==> config.mk <==
export PLATFORM = sky130hd
export DESIGN_NAME = fetch_unit_flat
export DESIGN_NICKNAME = d
export VERILOG_FILES = /design/src/rtl/fetch_unit_if.sv /design/src/rtl/fetch_unit.sv /design/src/flat_wrapper.sv
export SDC_FILE = /design/constraint.sdc
export NUM_CORES = 1
export LEC_CHECK = 0
export CORE_ASPECT_RATIO = 1.4
export CORE_UTILIZATION = 51
export CTS_CLUSTER_SIZE = 28
export DETAILED_ROUTE_END_ITERATION = 12
export PLACE_DENSITY = 0.9
export SKIP_CTS_REPAIR_TIMING = 1
export SLEW_MARGIN = 10
export SYNTH_ARGS = -nofsm -noshare
export SYNTH_HDL_FRONTEND = slang
export SYNTH_SLANG_ARGS = --single-unit
==> constraint.sdc <==
create_clock -name clk -period 7.5 [get_ports clk]
set_input_delay 1.5 -clock clk [delete_from_list [all_inputs] [get_ports clk]]
set_output_delay 1.5 -clock clk [all_outputs]
set_load 0.05 [all_outputs]
==> src/rtl/fetch_unit_if.sv <==
// Fetch-stage bus bundle: instruction-memory req/gnt + rvalid channel,
// redirect input and the valid/ready instruction handoff to the decoder.
interface fetch_unit_if;
    logic        imem_req;
    logic [31:0] imem_addr;
    logic        imem_gnt;
    logic        imem_rvalid;
    logic [31:0] imem_rdata;
    logic        redirect;
    logic [31:0] redirect_pc;
    logic [31:0] inst;
    logic [31:0] inst_pc;
    logic        inst_valid;
    logic        inst_ready;

    modport master (
        output imem_req, imem_addr,
        input  imem_gnt, imem_rvalid, imem_rdata,
        input  redirect, redirect_pc,
        output inst, inst_pc, inst_valid,
        input  inst_ready
    );

    modport slave (
        input  imem_req, imem_addr,
        output imem_gnt, imem_rvalid, imem_rdata,
        output redirect, redirect_pc,
        input  inst, inst_pc, inst_valid,
        output inst_ready
    );
endinterface

==> src/rtl/fetch_unit.sv <==
// Instruction fetch stage: PC, single-outstanding imem request, small
// instruction FIFO towards the decoder, and redirect-driven flush.
module fetch_unit #(
    parameter logic [31:0] RESET_PC = 32'h0000_0000,
    parameter int          DEPTH    = 2,
    parameter logic [31:0] NOP_INST = 32'h0000_0013
) (
    input  logic         clk,
    input  logic         rst_n,
    fetch_unit_if.master bus
);
    localparam int PTR_W = $clog2(DEPTH);
    localparam int CNT_W = PTR_W + 1;
    localparam logic [CNT_W-1:0] DEPTH_C = CNT_W'(DEPTH);

    typedef enum logic {IDLE, WAIT} state_t;

    state_t           state, state_next;
    logic [31:0]      pc, pc_next;
    logic [31:0]      req_pc, req_pc_next;
    logic             discard, discard_next;
    logic [CNT_W-1:0] count, count_next;
    logic [PTR_W-1:0] rd_ptr, rd_ptr_next;
    logic [PTR_W-1:0] wr_ptr, wr_ptr_next;
    logic [31:0]      buf_data [DEPTH];
    logic [31:0]      buf_pc   [DEPTH];
    logic             issue, push, pop;

    assign bus.imem_req  = (state == IDLE) && (count < DEPTH_C) && !bus.redirect && rst_n;
    assign bus.imem_addr = pc;
    assign issue         = bus.imem_req && bus.imem_gnt;

    // Redirect cancels both ends of the FIFO in its cycle.
    assign push = (state == WAIT) && bus.imem_rvalid && !discard && !bus.redirect;
    assign pop  = bus.inst_valid && bus.inst_ready && !bus.redirect;

    assign bus.inst_valid = (count != '0);
    assign bus.inst       = bus.inst_valid ? buf_data[rd_ptr] : NOP_INST;
    assign bus.inst_pc    = bus.inst_valid ? buf_pc[rd_ptr]   : 32'h0;

    always_comb begin
        // NOTE: every output of this block is defaulted first so no path leaves it unassigned (no latch).
        state_next   = state;
        pc_next      = pc;
        req_pc_next  = req_pc;
        discard_next = discard;
        count_next   = count;
        rd_ptr_next  = rd_ptr;
        wr_ptr_next  = wr_ptr;

        if (bus.redirect) begin
            pc_next     = bus.redirect_pc & ~32'h3;
            count_next  = '0;
            rd_ptr_next = '0;
            wr_ptr_next = '0;
            if (state == WAIT) begin
                if (bus.imem_rvalid) begin
                    state_next   = IDLE;
                    discard_next = 1'b0;
                end else begin
                    // The pending response still has to be absorbed before issuing again.
                    discard_next = 1'b1;
                end
            end
        end else begin
            if (issue) begin
                pc_next     = pc + 32'd4;
                req_pc_next = pc;
                state_next  = WAIT;
            end
            if ((state == WAIT) && bus.imem_rvalid) begin
                state_next   = IDLE;
                discard_next = 1'b0;
            end
            if (push) wr_ptr_next = wr_ptr + PTR_W'(1);
            if (pop)  rd_ptr_next = rd_ptr + PTR_W'(1);
            case ({push, pop})
                2'b10:   count_next = count + CNT_W'(1);
                2'b01:   count_next = count - CNT_W'(1);
                default: count_next = count;
            endcase
        end
    end

    always_ff @(posedge clk or negedge rst_n) begin
        if (!rst_n) begin
            state   <= IDLE;
            pc      <= RESET_PC;
            req_pc  <= RESET_PC;
            discard <= 1'b0;
            count   <= '0;
            rd_ptr  <= '0;
            wr_ptr  <= '0;
        end else begin
            state   <= state_next;
            pc      <= pc_next;
            req_pc  <= req_pc_next;
            discard <= discard_next;
            count   <= count_next;
            rd_ptr  <= rd_ptr_next;
            wr_ptr  <= wr_ptr_next;
        end
    end

    // NOTE: buffer storage is deliberately not reset; count alone says which entries are live.
    always_ff @(posedge clk) begin
        if (push) begin
            buf_data[wr_ptr] <= bus.imem_rdata;
            buf_pc[wr_ptr]   <= req_pc;
        end
    end
endmodule
==> src/flat_wrapper.sv <==
// flat-port wrapper written by rule: the top's interface ports become plain ports
module fetch_unit_flat 
#(
    parameter logic [31:0] RESET_PC = 32'h0000_0000,
    parameter int          DEPTH    = 2,
    parameter logic [31:0] NOP_INST = 32'h0000_0013
)
  (clk, rst_n, bus_imem_req, bus_imem_addr, bus_imem_gnt, bus_imem_rvalid, bus_imem_rdata, bus_redirect, bus_redirect_pc, bus_inst, bus_inst_pc, bus_inst_valid, bus_inst_ready);
  fetch_unit_if bus_i ();
  input  logic clk;
  input  logic rst_n;
  output wire logic [$bits(bus_i.imem_req)-1:0] bus_imem_req;
  output wire logic [$bits(bus_i.imem_addr)-1:0] bus_imem_addr;
  input wire logic [$bits(bus_i.imem_gnt)-1:0] bus_imem_gnt;
  input wire logic [$bits(bus_i.imem_rvalid)-1:0] bus_imem_rvalid;
  input wire logic [$bits(bus_i.imem_rdata)-1:0] bus_imem_rdata;
  input wire logic [$bits(bus_i.redirect)-1:0] bus_redirect;
  input wire logic [$bits(bus_i.redirect_pc)-1:0] bus_redirect_pc;
  output wire logic [$bits(bus_i.inst)-1:0] bus_inst;
  output wire logic [$bits(bus_i.inst_pc)-1:0] bus_inst_pc;
  output wire logic [$bits(bus_i.inst_valid)-1:0] bus_inst_valid;
  input wire logic [$bits(bus_i.inst_ready)-1:0] bus_inst_ready;
  assign bus_imem_req = bus_i.imem_req;
  assign bus_imem_addr = bus_i.imem_addr;
  assign bus_i.imem_gnt = bus_imem_gnt;
  assign bus_i.imem_rvalid = bus_imem_rvalid;
  assign bus_i.imem_rdata = bus_imem_rdata;
  assign bus_i.redirect = bus_redirect;
  assign bus_i.redirect_pc = bus_redirect_pc;
  assign bus_inst = bus_i.inst;
  assign bus_inst_pc = bus_i.inst_pc;
  assign bus_inst_valid = bus_i.inst_valid;
  assign bus_i.inst_ready = bus_inst_ready;
  fetch_unit #(.RESET_PC(RESET_PC), .DEPTH(DEPTH), .NOP_INST(NOP_INST)) u_core (.clk(clk), .rst_n(rst_n), .bus(bus_i));
endmodule
**Word-level counts from Yosys, hierarchy flattened**

Memories as Yosys holds them, arrays and structs flattened.
Index checks and enable logic that the tools add are counted.

- Output and inout bits: 98
- Memories kept: 2
- Input port bits: 70
- Logic and storage cells: 60
- RAM bits: 128
- Memory bits (read-only): 0
- Register bits: 70
- Latch bits: 0

Memory list:

| memory | depth | bits a word | read ports | clocked after Yosys merged registers in | write ports | line | text |
|---|---|---|---|---|---|---|---|
| u_core.buf_data | 2 | 32 | 1 | 0 | 1 | fetch_unit.sv:25 | `logic [31:0] buf_data [DEPTH];` |
| u_core.buf_pc | 2 | 32 | 1 | 0 | 1 | fetch_unit.sv:26 | `logic [31:0] buf_pc [DEPTH];` |

- Bitwise operators: 2
- $lt $le $gt $ge: 1
- Shift-type cells: 0
- Div/mod/pow operators: 0
- Mux-type cells: 20
- Add/sub/neg operators: 5
- Multiply operators: 0
- Equality and inequality tests: 3
- Reductions and logical operators: 20

Operator list:

| cell | number |
|---|---|
| 32-bit two-way mux | 4 |
| 32-bit by 3-bit adder with 32-bit output, second input constant | 1 |
| 1-bit two-way mux | 14 |
| 2-bit nonzero test | 5 |
| 1-bit logical AND | 9 |
| 3-bit nonzero test | 2 |
| 2-bit case mux with 2 select lines | 1 |
| 2-bit AND reduction | 2 |
| 1-bit adder, second input constant | 2 |
| 2-bit by 1-bit adder with 2-bit output, second input constant | 1 |
| 2-bit by 1-bit equality test with 1-bit output, second input constant | 1 |
| 2-bit equality test, second input constant | 1 |
| 1-bit logical NOT | 2 |
| 2-bit < comparator, second input constant | 1 |
| 2-bit two-way mux | 1 |
| 2-bit by 1-bit != test with 1-bit output, second input constant | 1 |
| 1-bit inverter | 2 |
| 2-bit by 1-bit subtractor with 2-bit output, second input constant | 1 |

**Logic depth before layout (Yosys ltp)**

- Depth after elaboration: 8
- Mapped depth: 8
- Mapped depth without buffers: 6

**Worst setup path after synthesis**

Ideal clock, no wire load.

- Kind: input -> register
- Start: in bus_redirect
- End: mem u_core.buf_data[1][0] (enable)
- Path slack: 338 ps
- Stages: 4
- Data required time: 6,929 ps
- Arrival time: 6,591 ps
- Cell sequence: buf_6 clkbuf_1 clkbuf_1 nor3b_1

- Word-level cells in the longest chain between the ends: 4

Ends and longest elaborated chain:

| what | line | text |
|---|---|---|
| start: declaration | flat_wrapper.sv:17 | `input wire logic [$bits(bus_i.redirect)-1:0] bus_redirect;` |
| 1-bit logical NOT | fetch_unit.sv:34 | `assign push = (state == WAIT) && bus.imem_rvalid && !discard && !bus.redirect;` |
| 1-bit logical AND | fetch_unit.sv:34 |  |
| 1-bit two-way mux | fetch_unit.sv:107 | `if (push) begin` |
| 1-bit two-way mux (not written as such) | fetch_unit.sv:108 | `buf_data[wr_ptr] <= bus.imem_rdata;` |
| end: declaration | fetch_unit.sv:25 |  |

Every way passes these cells.

**Worst setup path in the final report**

- Start: in bus_redirect
- End: out bus_imem_req

- Word-level cells in the longest chain between the ends: 3

Ends and longest elaborated chain:

| what | line | text |
|---|---|---|
| 1-bit logical NOT | fetch_unit.sv:29 | `assign bus.imem_req = (state == IDLE) && (count < DEPTH_C) && !bus.redirect && rst_n;` |
| 1-bit logical AND (2 in series) | fetch_unit.sv:29 |  |
| end: declaration | flat_wrapper.sv:12 | `output wire logic [$bits(bus_i.imem_req)-1:0] bus_imem_req;` |

Every way passes these cells.

==> metrics.md <==
| Metric | Value |
|---|---|
| DR vias/cell | 5.68 |
| Worst reg2reg path startpoint | u_core.state |
| Final period util | 67.5% |
| Setup Skew | 0.00868 ns |
| Via count | 5624 |
| Maximum VDD drop | 0.167 mV |
| Final Max Tran Viols | 0 |
| Worst-path maximum fanout | 42 |
| Outcome | finished clean |
| ANT cells | 0 |
| Die height | 150 um |
| Max-cap violations | 0 |
| Row Count | 53 |
| H-tree levels | 4 |
| Register area share after synthesis | 67.6% |
| Min Clock Period, post-route | 5.06 ns |
| Largest net degree at the start of global routing | 67 |
| CTS tree | yes |
| R2R cell count | 5 |
| DP Area | 9690 um2 |
| CP Class | input pin to output port |
| Design area | 10300 um2 |
| CTS buffer count | 17 |
| Multi-input logic area | 2380 um2 |
| Core box area | 15100 um2 |
| Pwr dens | 244 nW/um2 |
| Fillcell total | 1069 |
| Die area | 16100 um2 |
| Syn. warnings | 0 |
| Worst min-delay path class | flop to flop |
| Initial cell density of the core | 52.6% |
| Synth top area share | 46.8% |
| Ranking of synthesized cells by area | edfxtp_1 47%, dfrtp_1 21%, mux2i_1 8.1% |
| First-pass GRT wire length | 27.7 mm |
| Initial DRC Count | 330 |
| WL final | 17.8 mm |
| Fmax | 197 MHz |
| Layout area overhead | 29.5% |
| Post-DP HPWL | 11.3 mm |
| Mapped Cells | 631 |
| Grt total ovfl | 0 |
| Synth Area per Inst | 12.6 um2 |
| CP endpoint | bus_imem_req |
| Nets@finish | 856 |
| Fraction of layout instances using a drive strength above 1 | 6.64% |
| Routed Antenna Nets | 0 |
| FF-to-FF End | u_core.bus.imem_addr[13] |
| Lkg Pwr | 3.76 nW |
| Worst-path clk slew | 0.07 ns |
| Synth Register Bits | 190 |
| Post-synth EDFFs | 124 |
| Total Routing Usage GR | 22.8% |
| Area leader, netlist | edfxtp_1 |
| Clk buf depth | 2 |
| Root buf cell | clkbuf_16 |
| TNS Setup | 0 ns |
| Worst slew pin tran | 1.15 ns |
| Residual DRC | 0 |
| Mapped Area | 7950 um2 |
| Rel. slew slack | 22.9% |
| Fin. Hold Viols | 0 |
| Top FF cell, synth | edfxtp_1 |
| FF+latch area | 5380 um2 |
| Initial DRT Pass Iterations | 5 |
| Element type at the critical path end | output port |
| Vias in the first global route | 5680 |
| I/O Buffers | 161 |
| Antenna violations before repair | 0 |
| RD Place Congestion | 0.875 |
| Routed len/inst | 18.0 um |
| Yosys cell types | 50 |
| Ys async rst share | 34.7% |
| Startpoint Class | input pin |
| Crit. Startpoint | bus_redirect |
| Clk_lat worst skew | 0.42 ns |
| CTS Sinks | 190 |
| Width of the chip | 108 um |
| CP Data Required Time | 6.00 ns |
| Worst R2R Setup Slack | 4.80 ns |
| RSZ-0062 raised after global routing | no |
| I/O pin count | 168 |
| # setup viols final | 0 |
| Data arrival time of the critical path | 3.56 ns |
[metrics by stage]
stage | instances | utilization [%] | hold WS [ns] | worst slack (ns) | power (mW)
floorplan | 634 | - | 0.442 | 0.338 | 1.46
global placement | 958 | 64.1 | 0.449 | 2.43 | 1.58
detailed placement | 958 | 64.1 | 0.458 | 2.44 | 1.60
CTS | 990 | 68.1 | 0.474 | 2.42 | 2.52
global route | 990 | 68.1 | 0.485 | 2.38 | 2.59
finish | 990 | 68.1 | 0.478 | 2.44 | 2.51
[state kept, by name, indices dropped and copies added (netlist names)]
register and cells:
u_core.buf_data 64, u_core.buf_pc 60, u_core.bus.imem_addr 30, u_core.req_pc 30
u_core.count 2, u_core.discard 1, u_core.rd_ptr 1, u_core.state 1
u_core.wr_ptr 1
[power breakdown]
| part | total (mW) | switching, mW | internal (mW) | leakage, nW |
|---|---|---|---|---|
| registers | 1.27 | 0.0743 | 1.20 | 1.95 |
| logic | 0.313 | 0.195 | 0.118 | 1.51 |
| clock network | 0.920 | 0.383 | 0.537 | 0.304 |
[worst max-delay path, stage by stage]
cell and delay, ns:
clkdlybuf4s50_1 0.39, buf_4 0.28, nor4b_4 0.49, clkdlybuf4s50_1 0.88
[area by class of cell]
class / count / area share [%]
repair buffers: 168 / 16.1
inverters: 10 / 0.365
flip-flops and latches: 190 / 52.2
well taps: 192 / 2.33
multi-input cells: 398 / 23.1
clock inverters: 13 / 1.56
clock buffers: 19 / 4.30
[cells in the mapped netlist (9+ instances only)]
| library cell | n |
|---|---|
| nor2_1 | 76 |
| inv_1 | 10 |
| mux2i_1 | 64 |
| dfrtp_1 | 66 |
| edfxtp_1 | 124 |
| nand3_1 | 11 |
| nand2_1 | 121 |
| clkbuf_1 | 16 |
| o21ai_0 | 23 |
| o211ai_1 | 9 |
| buf_2 | 9 |
[layer usage]
layer  GRT usage [%]  share of wire [%]  vias to the layer above  wire, um
met2            40.9                 54                      240      9680
met5               0                  0                        -         0
li1                -                  -                     2581         -
met3            4.22                5.8                       34      1020
met1            25.7                 37                     2769      6620
met4            11.1                2.6                        0       461
[cells by family after synthesis]
kind of cell / share of synthesized area [%]
xor+xnor: 0.551
flops: 67.6
fa+ha+maj: 0.157
other cells: 0.0472
buf+inv: 2.85
compound gates: 6.28
mux: 8.06
simple gates: 14.4
[placed cells by master (no fill, tap or decap), drive strengths merged, types with 2 or more instances in the layout]
| cell type | instances |
|---|---|
| a31oi | 2 |
| o311ai | 13 |
| a221o | 4 |
| and4 | 2 |
| o21ai | 25 |
| nor2 | 77 |
| buf | 8 |
| nand4 | 9 |
| clkinv | 5 |
| nor3 | 2 |
| a41oi | 2 |
| o211ai | 9 |
| a21o | 2 |
| dfrtp | 66 |
| nand2 | 122 |
| xor2 | 4 |
| nor4 | 5 |
| mux2i | 64 |
| clkbuf | 19 |
| clkdlybuf4s50 | 160 |
| a22oi | 2 |
| nor2b | 3 |
| a21oi | 8 |
| nand3 | 15 |
| inv | 15 |
| or3 | 2 |
| bufinv | 3 |
| and2 | 3 |
| and3 | 7 |
| conb | 4 |
| edfxtp | 124 |
| o221ai | 2 |
[worst min-delay path by stage]
stage	to	depth (start not counted)	startpoint	slack, ns
floorplan	u_core.buf_pc[0][10]	0	u_core.req_pc[10]	0.44
global placement	u_core.buf_pc[0][8]	0	u_core.req_pc[8]	0.45
detailed placement	u_core.buf_pc[0][5]	0	u_core.req_pc[5]	0.46
CTS	u_core.buf_pc[0][5]	0	u_core.req_pc[5]	0.47
global route	u_core.buf_pc[0][5]	0	u_core.req_pc[5]	0.49
finish	u_core.buf_pc[0][14]	0	u_core.req_pc[14]	0.48
(Power assumes the default switching activity.)
